===== config.mk =====
export PLATFORM = sky130hd
export DESIGN_NAME = corefifo_wptr_ctrl_flat
export DESIGN_NICKNAME = d
export VERILOG_FILES = /design/src/rtl/corefifo_wptr_ctrl_if.sv /design/src/rtl/corefifo_wptr_ctrl.sv /design/src/flat_wrapper.sv
export SDC_FILE = /design/constraint.sdc
export NUM_CORES = 1
export LEC_CHECK = 0
export ABC_CLOCK_PERIOD_IN_PS = 2700
export CAP_MARGIN = 10
export CORE_MARGIN = 2
export CORE_UTILIZATION = 44
export DETAILED_ROUTE_END_ITERATION = 8
export PLACE_DENSITY = 0.85
export SLEW_MARGIN = 10
export SYNTH_ARGS = -nofsm -noshare
export SYNTH_HDL_FRONTEND = slang
export SYNTH_SLANG_ARGS = --single-unit

===== constraint.sdc =====
create_clock -name clk -period 2.7 [get_ports clk]
set_clock_uncertainty 0.05 [all_clocks]
set_input_delay 0.27 -clock clk [delete_from_list [all_inputs] [get_ports clk]]
set_output_delay 0.27 -clock clk [all_outputs]
set_load 0.01 [all_outputs]

===== src/rtl/corefifo_wptr_ctrl_if.sv =====
// Write-side bus of the FIFO write-pointer controller: the write request and
// synchronized read pointer go in; the pointer, address, enable and flags come out.
interface corefifo_wptr_ctrl_if #(
  parameter int unsigned ADDRWIDTH = 3
);
  localparam int unsigned PW = ADDRWIDTH + 1;

  logic                 we;
  logic [PW-1:0]        rptr_gray_sync;
  logic [PW-1:0]        wptr_gray;
  logic [ADDRWIDTH-1:0] waddr;
  logic                 wen_mem;
  logic                 full;
  logic                 afull;
  logic                 overflow;
  logic [PW-1:0]        wrcnt;

  modport master (
    output we, rptr_gray_sync,
    input  wptr_gray, waddr, wen_mem, full, afull, overflow, wrcnt
  );

  modport slave (
    input  we, rptr_gray_sync,
    output wptr_gray, waddr, wen_mem, full, afull, overflow, wrcnt
  );
endinterface


===== src/rtl/corefifo_wptr_ctrl.sv =====
// Write-domain pointer controller of an async FIFO: binary/Gray write pointer,
// fill level and full/almost-full/overflow flags against the synchronized read pointer.
module corefifo_wptr_ctrl #(
  parameter int unsigned ADDRWIDTH    = 3,
  parameter int unsigned AFULL_THRESH = 6
) (
  input  logic                  clk,
  input  logic                  arstn,
  input  logic                  srstn,
  corefifo_wptr_ctrl_if.slave   bus
);
  localparam int unsigned PW = ADDRWIDTH + 1;

  function automatic logic [PW-1:0] bin2gray(input logic [PW-1:0] b);
    return b ^ (b >> 1);
  endfunction

  function automatic logic [PW-1:0] gray2bin(input logic [PW-1:0] g);
    logic [PW-1:0] b;
    b[PW-1] = g[PW-1];
    for (int i = int'(PW) - 2; i >= 0; i--) begin
      b[i] = b[i+1] ^ g[i];
    end
    return b;
  endfunction

  logic [PW-1:0] r_wptr_bin;
  logic [PW-1:0] r_wptr_gray;
  logic [PW-1:0] r_wrcnt;
  logic          r_full;
  logic          r_afull;
  logic          r_overflow;

  logic          w_wen_mem;
  logic [PW-1:0] w_rptr_bin;
  logic [PW-1:0] w_wptr_bin_next;
  logic [PW-1:0] w_wptr_gray_next;
  logic [PW-1:0] w_full_match;
  logic [PW-1:0] w_wrcnt_next;
  logic          w_full_next;
  logic          w_afull_next;
  logic          w_overflow_next;

  // Next-state datapath; synchronous clear blocks the write and zeroes everything.
  always_comb begin
    w_wen_mem        = bus.we & ~r_full & srstn;
    w_rptr_bin       = gray2bin(bus.rptr_gray_sync);
    w_wptr_bin_next  = r_wptr_bin + PW'(w_wen_mem);
    w_wptr_gray_next = bin2gray(w_wptr_bin_next);
    w_full_match     = {~bus.rptr_gray_sync[PW-1:PW-2], bus.rptr_gray_sync[PW-3:0]};
    w_wrcnt_next     = w_wptr_bin_next - w_rptr_bin;
    w_full_next      = (w_wptr_gray_next == w_full_match);
    w_afull_next     = (w_wrcnt_next >= PW'(AFULL_THRESH));
    w_overflow_next  = bus.we & r_full;
    if (!srstn) begin
      w_wptr_bin_next  = '0;
      w_wptr_gray_next = '0;
      w_wrcnt_next     = '0;
      w_full_next      = 1'b0;
      w_afull_next     = 1'b0;
      w_overflow_next  = 1'b0;
    end
  end

  always_ff @(posedge clk or negedge arstn) begin
    if (!arstn) begin
      r_wptr_bin  <= '0;
      r_wptr_gray <= '0;
      r_wrcnt     <= '0;
      r_full      <= 1'b0;
      r_afull     <= 1'b0;
      r_overflow  <= 1'b0;
    end else begin
      r_wptr_bin  <= w_wptr_bin_next;
      r_wptr_gray <= w_wptr_gray_next;
      r_wrcnt     <= w_wrcnt_next;
      r_full      <= w_full_next;
      r_afull     <= w_afull_next;
      r_overflow  <= w_overflow_next;
    end
  end

  assign bus.wptr_gray = r_wptr_gray;
  assign bus.waddr     = r_wptr_bin[ADDRWIDTH-1:0];
  assign bus.wen_mem   = w_wen_mem;
  assign bus.full      = r_full;
  assign bus.afull     = r_afull;
  assign bus.overflow  = r_overflow;
  assign bus.wrcnt     = r_wrcnt;
endmodule


===== src/flat_wrapper.sv =====
// flat-port wrapper written by rule: the top's interface ports become plain ports
module corefifo_wptr_ctrl_flat 
#(
  parameter int unsigned ADDRWIDTH    = 3,
  parameter int unsigned AFULL_THRESH = 6
)
  (clk, arstn, srstn, bus_we, bus_rptr_gray_sync, bus_wptr_gray, bus_waddr, bus_wen_mem, bus_full, bus_afull, bus_overflow, bus_wrcnt);
  corefifo_wptr_ctrl_if #(.ADDRWIDTH(ADDRWIDTH)) bus_i ();
  input  logic clk;
  input  logic arstn;
  input  logic srstn;
  input wire logic [$bits(bus_i.we)-1:0] bus_we;
  input wire logic [$bits(bus_i.rptr_gray_sync)-1:0] bus_rptr_gray_sync;
  output wire logic [$bits(bus_i.wptr_gray)-1:0] bus_wptr_gray;
  output wire logic [$bits(bus_i.waddr)-1:0] bus_waddr;
  output wire logic [$bits(bus_i.wen_mem)-1:0] bus_wen_mem;
  output wire logic [$bits(bus_i.full)-1:0] bus_full;
  output wire logic [$bits(bus_i.afull)-1:0] bus_afull;
  output wire logic [$bits(bus_i.overflow)-1:0] bus_overflow;
  output wire logic [$bits(bus_i.wrcnt)-1:0] bus_wrcnt;
  assign bus_i.we = bus_we;
  assign bus_i.rptr_gray_sync = bus_rptr_gray_sync;
  assign bus_wptr_gray = bus_i.wptr_gray;
  assign bus_waddr = bus_i.waddr;
  assign bus_wen_mem = bus_i.wen_mem;
  assign bus_full = bus_i.full;
  assign bus_afull = bus_i.afull;
  assign bus_overflow = bus_i.overflow;
  assign bus_wrcnt = bus_i.wrcnt;
  corefifo_wptr_ctrl #(.ADDRWIDTH(ADDRWIDTH), .AFULL_THRESH(AFULL_THRESH)) u_core (.clk(clk), .arstn(arstn), .srstn(srstn), .bus(bus_i));
endmodule

==> flow_summary.json, run 1 <==
{
  "status": "complete, no violations",
  "ir_drop_mv": 0.328,
  "layout-drive-gt1-share_pct": 14.6,
  "synth_warnings": 0,
  "wl_per_cell_um": 13.2,
  "fin_crit_sh_pct": 88.1,
  "crit_path_end_kind": "register",
  "rows": 14,
  "slowest_stage": "clkdlybuf4s50_1",
  "dieArea_um2": 2030,
  "synth-seq-cells": 14,
  "path_buf_inv": 1,
  "crit_chain": "clkdlybuf4s50_1 > nand2_1 > nor2_1 > ha_1 > ha_1 > xor2_2 > ha_1 > nand2_1 > o21ai_0 > xor3_1 > o21a_1",
  "fin_util_pct": 67.3,
  "die_height_um": 45.1,
  "cts.sinks": 14,
  "critPathTopFamily": "adder cells",
  "postRouteAntennaNets": 0,
  "max_stage_delay_ps": 440,
  "hp-class": "input port to async pin",
  "netlist_area_um2": 742,
  "fin_hold_ws_ps": 308,
  "finalSetupTns_ps": 0,
  "drt_iter0_markers": 10,
  "antenna_found_initial": 0,
  "avgViaCountPerCell": 5.05,
  "portBuffers": 22,
  "layout.nets": 104,
  "grt_pass1_vias": 491,
  "required_ps": 2840,
  "insertion_delay_ps": 280,
  "seq_area_frac_synth_pct": 47.2,
  "critPathMaxFanout": 3,
  "crit_top_cell": "ha_1",
  "vias": 530,
  "die_w_um": 45.1,
  "p_per_area_nw_per_um2": 529,
  "worstMarginPinSlew_ps": 603,
  "grtUsageTotal_pct": 16.1,
  "remaining_drc_errors": 0,
  "max_cap_viol_count": 0,
  "grt-ovfl-total": 0,
  "hold_viol": 0,
  "cts_buffers": 3,
  "p_leak_nw": 0.493,
  "syn_nets": 75,
  "io_pins": 23,
  "crit_type": "input port to register",
  "slew_headroom_pct": 59.7,
  "start_util_pct": 48.1,
  "maxSlewViolCount": 0,
  "cts_root_buffer": "clkbuf_4",
  "htree_num_levels": 1,
  "max_freq_mhz": 420,
  "wl_um": 1390,
  "postCtsHoldBufs": 0,
  "grt_max_degree": 15,
  "place.gp.congestion": 0.863,
  "cts_tree": "built",
  "rsz0062_at_grt": "false",
  "num_antenna_cells": 0,
  "avgSynthCellArea_um2": 12.2,
  "worstPathArrival_ps": 2510,
  "core_um2": 1540,
  "clk_pin_slew_worst_paths_ps": 90,
  "post-route-min-period_ps": 2380,
  "cts_resized": 0,
  "drt_pass1_iterations": 4,
  "clockBufferDepth": 2,
  "synth_cells": 61,
  "syn2layout_area_growth_pct": 39.8,
  "fillers": 122,
  "postCtsSetupBuffers": 0,
  "setup_viol": 0,
  "grt_pass1_wl_um": 2180,
  "hpwl_um": 1090,
  "synth_cell_types": 22,
  "crit_path_start_kind": "input port",
  "regToRegSetupSlack_ps": 430
}
==> through the flow <==
step	power [mW]	instances	cell area (um2)	setup WS, ps
final	0.549	105	1040	320
after global routing	0.578	105	1040	222
after CTS	0.555	105	1040	343
after detailed placement	0.403	101	1000	34.8
after global placement	0.398	101	1000	81.0
after floorplan	0.324	61	742	264
==> worst register-to-register path, stage by stage (launching register included) <==
cell and delay (ps):
dfrtp_1 370, nor2_1 70, ha_1 230, ha_1 220, xor2_2 190, ha_1 340
nand2_1 70, o21ai_0 190, xor3_1 270, o21a_1 170
==> kinds of logic after synthesis <==
| logic type | Yosys count | share of synthesized area, % |
|---|---|---|
| and+or+nand+nor | 20 | 16.2 |
| AOI/OAI and AO/OA | 4 | 4.05 |
| xor gates and xnor gates | 13 | 19.4 |
| DFF | 14 | 47.2 |
| adders and majority gates | 6 | 11.1 |
| buffers and inverters | 4 | 2.02 |
==> registers in the layout, indices dropped and copies added, names as in the netlist <==
register and flops:
u_core.bus.wptr_gray 3, u_core.bus.wrcnt 4, u_core.bus.afull 1, u_core.bus.full 1, u_core.bus.overflow 1, u_core.r_wptr_bin 4
==> cell type report <==
class	count	area [um2]	area share, %
Timing Repair Buffer	25	243	23.4
Inverter	3	11.3	1.09
Sequential cell	14	350	33.8
Multi-Input combinational cell	43	377	36.3
Tap cell	16	20.0	1.93
Clock buffer	4	36.3	3.50
==> Yosys cell counts <==
cell | count | share of area (%)
ha_1 | 5 | 8.4
or3_1 | 1 | 0.84
xnor2_1 | 6 | 7.1
nand3_1 | 1 | 0.67
nor2_1 | 1 | 0.51
o21ai_0 | 1 | 0.67
nand2_1 | 3 | 1.5
xor3_1 | 1 | 3.2
fa_1 | 1 | 2.7
nand3_2 | 1 | 1.3
and3_1 | 1 | 0.84
clkbuf_1 | 1 | 0.51
a21oi_1 | 1 | 0.67
o21a_1 | 1 | 1.0
and2_2 | 2 | 2.0
dfrtp_1 | 14 | 47
and2_1 | 6 | 5.1
xor2_2 | 2 | 4.4
inv_1 | 3 | 1.5
nor2b_1 | 4 | 3.4
a211oi_2 | 1 | 1.7
xor2_1 | 4 | 4.7
==> cell usage in the layout (no fill, tap or decap), types with 2 or more instances in the layout <==
cell type	instances
buf_4	3
xnor2_1	6
ha_1	5
and2_2	2
xor2_2	2
and2_1	6
nor2b_1	4
clkbuf_4	3
inv_1	3
xor2_1	4
nand2_1	3
dfrtp_1	14
clkdlybuf4s50_1	22
==> per-layer routing <==
layer / vias up / share of wire [%] / track usage (%) / routed length [um]
li1: 250 / - / - / -
met1: 250 / 45 / 19.2 / 623
met2: 23 / 46 / 24.0 / 641
met3: 7 / 4.5 / 3.20 / 63
met4: 0 / 4.5 / 15.3 / 63
met5: - / 0 / 0 / 0
==> where the power goes <==
group	switching [mW]	total, mW	internal (mW)
sequential	0.00666	0.236	0.229
combinational	0.0708	0.161	0.0906
clock	0.0701	0.152	0.0822
total	0.148	0.549	0.402
==> final timing paths <==
path | from | end | cells past startpoint
setup / recovery | srstn | u_core.bus.afull$_DFF_PN0_ | 11
hold / removal | arstn | u_core.bus.wptr_gray[2]$_DFF_PN0_ | 1
setup reg to reg | u_core.bus.full$_DFF_PN0_ | u_core.bus.afull$_DFF_PN0_ | 9
hold reg to reg | u_core.bus.full$_DFF_PN0_ | u_core.bus.overflow$_DFF_PN0_ | 1
max in group asynchronous | arstn | u_core.bus.wptr_gray[0]$_DFF_PN0_ | 1
min in group clk | u_core.bus.full$_DFF_PN0_ | u_core.bus.overflow$_DFF_PN0_ | 1
Power figures use the tool's default switching activity.
==> run 2, diff against run 1 <==
- ABC_CLOCK_PERIOD_IN_PS: 2700 -> default
- CORE_UTILIZATION: 44 -> 48
- PLACE_DENSITY: 0.85 -> 0.79
- clock period: 2.7 -> 3.09 ns (I/O delays scaled with it)
==> flow_summary.json, run 2 (synthesized netlist as in run 1, its figures left out) <==
{
  "status": "complete, no violations",
  "worstPathArrival_ps": 2570,
  "crit_top_cell": "ha_1",
  "max_cap_viol_count": 0,
  "finalInstanceArea_um2": 1020,
  "cts.sinks": 14,
  "vias": 498,
  "postCtsHoldBufs": 0,
  "crit_path_start_kind": "input port",
  "required_ps": 3200,
  "antenna_found_initial": 0,
  "wl_um": 1230,
  "layout-drive-gt1-share_pct": 12.6,
  "cts_root_buffer": "clkbuf_4",
  "dieArea_um2": 1880,
  "htree_num_levels": 1,
  "fin_hold_ws_ps": 369,
  "comb_power_share_pct": 30.9,
  "grt_pass1_vias": 493,
  "p_int_mw": 0.321,
  "rows": 14,
  "slew_headroom_pct": 59.4,
  "grt_pass1_wl_um": 2260,
  "worstMarginPinSlew_ps": 607,
  "io_pins": 23,
  "place_ws_ps": 342,
  "setup_viol": 0,
  "start_util_pct": 50.4,
  "drt_iter0_markers": 2,
  "finalSetupTns_ps": 0,
  "slowest_stage": "clkdlybuf4s50_1",
  "clockBufferDepth": 2,
  "critPathMaxFanout": 3,
  "insertion_delay_ps": 260,
  "setup_ws_ps": 633,
  "cts_tree": "built",
  "layout.nets": 103,
  "crit_type": "input port to register",
  "final_cell_mix": "clkdlybuf4s50_1, dfrtp_1, and2_1, xnor2_1, ha_1",
  "crit_path_end_kind": "register",
  "syn2layout_area_growth_pct": 36.9,
  "hold_viol": 0,
  "p_sw_mw": 0.116,
  "die_height_um": 43.3,
  "portBuffers": 22,
  "maxSlewViolCount": 0,
  "hp-class": "input port to async pin",
  "rsz0062_at_grt": "false",
  "drt_pass1_iterations": 2,
  "remaining_drc_errors": 0,
  "die_w_um": 43.3,
  "fillers": 119,
  "postCtsSetupBuffers": 0,
  "crit_chain": "clkdlybuf4s50_1 > nand2_1 > nor2_1 > ha_1 > ha_1 > xor2_2 > ha_1 > nand2_1 > o21ai_0 > xor3_1 > o21a_1",
  "max_stage_delay_ps": 480,
  "avgViaCountPerCell": 4.83,
  "mostFrequentLayoutCell": "clkdlybuf4s50_1",
  "fin_util_pct": 69.0,
  "place.gp.congestion": 0.769,
  "p_per_area_nw_per_um2": 430,
  "critPathTopFamily": "adder cells",
  "wl_per_cell_um": 11.9,
  "grt_max_degree": 15,
  "dp.cells": 100,
  "cts_buffers": 3,
  "cts_resized": 0,
  "power_mw": 0.437,
  "grtUsageTotal_pct": 16.6,
  "ir_drop_mv": 0.325,
  "p_leak_nw": 0.481,
  "num_antenna_cells": 0,
  "core_um2": 1470,
  "post-route-min-period_ps": 2460,
  "fin_crit_sh_pct": 79.5,
  "clk_pin_slew_worst_paths_ps": 80,
  "layout.cells.non_filler": 103,
  "grt-ovfl-total": 0,
  "max_freq_mhz": 407,
  "placed_area_um2": 993,
  "swShare_pct": 26.6,
  "p_seq_share_pct": 46.8,
  "hpwl_um": 1020,
  "pwr-share-clk_pct": 22.2,
  "postRouteAntennaNets": 0,
  "path_buf_inv": 1
}
==> run 2: routing by layer <==
metal  global-route usage (%)  routed length [um]  vias up  share of wire [%]
li1                         -                   -      247                  -
met4                     9.09                  22        0                1.8
met3                     3.83                  31        2                2.5
met1                     22.9                 578      239                 47
met2                     24.2                 593       10                 48
met5                        0                   0        -                  0
==> run 2: final cells by class <==
type / count / area [um2] / share of cell area (%)
tap: 16 / 20.0 / 1.97
timing repair buffer: 24 / 235 / 23.2
multi-input combinational: 43 / 377 / 37.1
sequential: 14 / 350 / 34.5
clock buffer: 3 / 22.5 / 2.22
inverter: 3 / 11.3 / 1.11
==> run 2: worst reg2reg max path, stage by stage, from the launching register on <==
cell,delay (ps)
dfrtp_1,400
nor2_1,160
ha_1,220
ha_1,220
xor2_2,100
ha_1,350
nand2_1,60
o21ai_0,180
xor3_1,280
o21a_1,180
==> run 2: path summary, 6_finish.rpt <==
kind | from | end | slack (ps) | cells after the start
hold reg to reg | u_core.bus.full$_DFF_PN0_ | u_core.bus.overflow$_DFF_PN0_ | 510 | 1
min in group clk | u_core.bus.full$_DFF_PN0_ | u_core.bus.overflow$_DFF_PN0_ | 510 | 1
setup reg to reg | u_core.bus.full$_DFF_PN0_ | u_core.bus.afull$_DFF_PN0_ | 790 | 9
max in group asynchronous | arstn | u_core.r_wptr_bin[3]$_DFF_PN0_ | 2230 | 1
setup / recovery | bus_we | u_core.bus.afull$_DFF_PN0_ | 630 | 11
hold / removal | arstn | u_core.bus.wrcnt[0]$_DFF_PN0_ | 370 | 1
==> run 2: power groups by stage <==
stage | Clock (mW) | Sequential (mW) | Combinational (mW)
after floorplan | 0 | 0.219 | 0.0642
after global routing | 0.115 | 0.206 | 0.150
final | 0.0972 | 0.205 | 0.135
after detailed placement | 0 | 0.209 | 0.137
after global placement | 0 | 0.209 | 0.135
after CTS | 0.102 | 0.205 | 0.138
==> run 3, diff against run 2 <==
- CORE_ASPECT_RATIO: default -> 0.75
- CORE_UTILIZATION: 48 -> 40
- PLACE_DENSITY: 0.79 -> 0.7
- clock period: 3.09 -> 2.1 ns (I/O delays scaled with it)
==> flow_summary.json, run 3 (synthesized netlist as in run 1, its figures left out) <==
{
  "remaining_drc_errors": 0,
  "critPathTopFamily": "adder cells",
  "grt_pass1_vias": 531,
  "p_per_area_nw_per_um2": 603,
  "insertion_delay_ps": 280,
  "grt-ovfl-total": 0,
  "mostFrequentLayoutCell": "clkdlybuf4s50_1",
  "slew_headroom_pct": 59.9,
  "crit_path_end_kind": "register",
  "layout-drive-gt1-share_pct": 36.6,
  "syn2layout_area_growth_pct": 66.3,
  "layout.nets": 116,
  "drt_pass1_iterations": 4,
  "path_buf_inv": 0,
  "antenna_found_initial": 0,
  "grt_pass1_wl_um": 2380,
  "vias": 540,
  "portBuffers": 22,
  "hold_viol": 0,
  "worstReg2RegEnd": "u_core.bus.afull$_DFF_PN0_",
  "fillers": 131,
  "multi_input_area_um2": 473,
  "place_ws_ps": -405,
  "rows": 13,
  "crit_path_start_kind": "register",
  "clk_pin_slew_worst_paths_ps": 80,
  "wl_per_cell_um": 12.5,
  "seqCellArea_um2": 350,
  "hpwl_um": 1160,
  "max_stage_delay_ps": 420,
  "die_height_um": 41.3,
  "regToRegSetupSlack_ps": 80,
  "hold_start": "bus_we",
  "post-route-min-period_ps": 2020,
  "cts.sinks": 14,
  "grtUsageTotal_pct": 16.9,
  "avgViaCountPerCell": 4.39,
  "cts_tree": "built",
  "postCtsHoldBufs": 0,
  "cts_root_buffer": "clkbuf_4",
  "hold_depth": 2,
  "clockBufferDepth": 2,
  "dieArea_um2": 2220,
  "p_leak_nw": 0.581,
  "setup_viol": 0,
  "worstPathArrival_ps": 2150,
  "num_antenna_cells": 0,
  "hp-class": "input port to register",
  "die_w_um": 53.7,
  "htree_num_levels": 1,
  "wl_um": 1540,
  "rr_worst_depth": 8,
  "worstMarginPinSlew_ps": 600,
  "ir_drop_mv": 0.417,
  "core_um2": 1740,
  "start_util_pct": 42.6,
  "crit_chain": "ha_4 > ha_4 > xor2_4 > ha_4 > nand2_2 > o21ai_2 > xor3_1 > o21a_1",
  "cts_buffers": 3,
  "crit_type": "register to register",
  "fin_hold_ws_ps": 188,
  "place.gp.congestion": 0.732,
  "max_cap_viol_count": 0,
  "min_to": "u_core.bus.overflow$_DFF_PN0_",
  "final_cell_mix": "clkdlybuf4s50_1, buf_4, dfrtp_1",
  "dp.cells": 116,
  "postRouteAntennaNets": 0,
  "max_freq_mhz": 494,
  "fin_crit_sh_pct": 96.3,
  "required_ps": 2220,
  "r2r_start": "u_core.r_wptr_bin[0]$_DFF_PN0_",
  "grt_max_degree": 15,
  "drt_iter0_markers": 7,
  "maxSlewViolCount": 0,
  "io_pins": 23,
  "status": "complete, no violations",
  "crit_top_cell": "ha_4",
  "layout.cells.non_filler": 123,
  "critPathMaxFanout": 3,
  "setup_ws_ps": 76.7,
  "slowest_stage": "dfrtp_1"
}
run 3: how the worst max path moves through the flow:
stage | start | to | slack, ps | cells past startpoint
3_3_place_gp | bus_rptr_gray_sync[3] | u_core.bus.afull$_DFF_PN0_ | -400 | 9
4_1_cts | bus_we | u_core.bus.wrcnt[3]$_DFF_PN0_ | 0.9 | 11
2_1_floorplan | u_core.bus.full$_DFF_PN0_ | u_core.bus.afull$_DFF_PN0_ | 40 | 9
6_report | u_core.r_wptr_bin[0]$_DFF_PN0_ | u_core.bus.afull$_DFF_PN0_ | 80 | 8
3_5_place_dp | bus_rptr_gray_sync[3] | u_core.bus.afull$_DFF_PN0_ | -400 | 9
5_1_grt | u_core.bus.full$_DFF_PN0_ | u_core.bus.afull$_DFF_PN0_ | -5 | 9
run 3: power breakdown:
group / internal [mW] / leakage [nW] / switching (mW)
sequential: 0.294 / 0.188 / 0.00927
combinational: 0.147 / 0.372 / 0.106
clock: 0.105 / 0.0210 / 0.0824
run 3: metrics by stage:
| stage | area (um2) | power, mW | utilization, % | TNS, ps |
|---|---|---|---|---|
| final | 1230 | 0.744 | 70.9 | 0 |
| after global routing | 1230 | 0.797 | 70.9 | -5.38 |
| after CTS | 1200 | 0.747 | 69.0 | 0 |
| after detailed placement | 1130 | 0.539 | 65.1 | -1350 |
| after global placement | 1130 | 0.536 | 65.1 | -1350 |
| after floorplan | 808 | 0.427 | - | 0 |
run 3: metal layers:
layer	routed length, um	global-route usage [%]	part of all wire [%]	up-vias
met4	27	9.62	1.8	0
met3	72	5.36	4.7	2
met2	765	30.2	50	14
met5	0	0	0	-
met1	675	18.3	44	253
li1	-	-	-	271
run 3: cell type report:
class                   count  share of cell area, %
multi-input cells          43                   38.3
inverters                   3                  0.913
repair buffers             37                   27.2
well taps                  22                   2.23
clock buffers               4                   2.94
flip-flops and latches     14                   28.4
run 3: what timing repair did:
action / 4_1_cts / 5_1_grt
gates resized for setup: 8 / 6
endpoints found under the setup margin: 3 / 3
setup buffers: 2 / 1
cloned: 0 / 0
pin swaps: 2 / 2
endpoints found under the hold margin: 0 / 0
run 3: worst register-to-register path: stages, from the launching register on:
cell	delay, ps
dfrtp_1	420
ha_4	190
ha_4	170
xor2_4	160
ha_4	300
nand2_2	50
o21ai_2	120
xor3_1	270
o21a_1	180
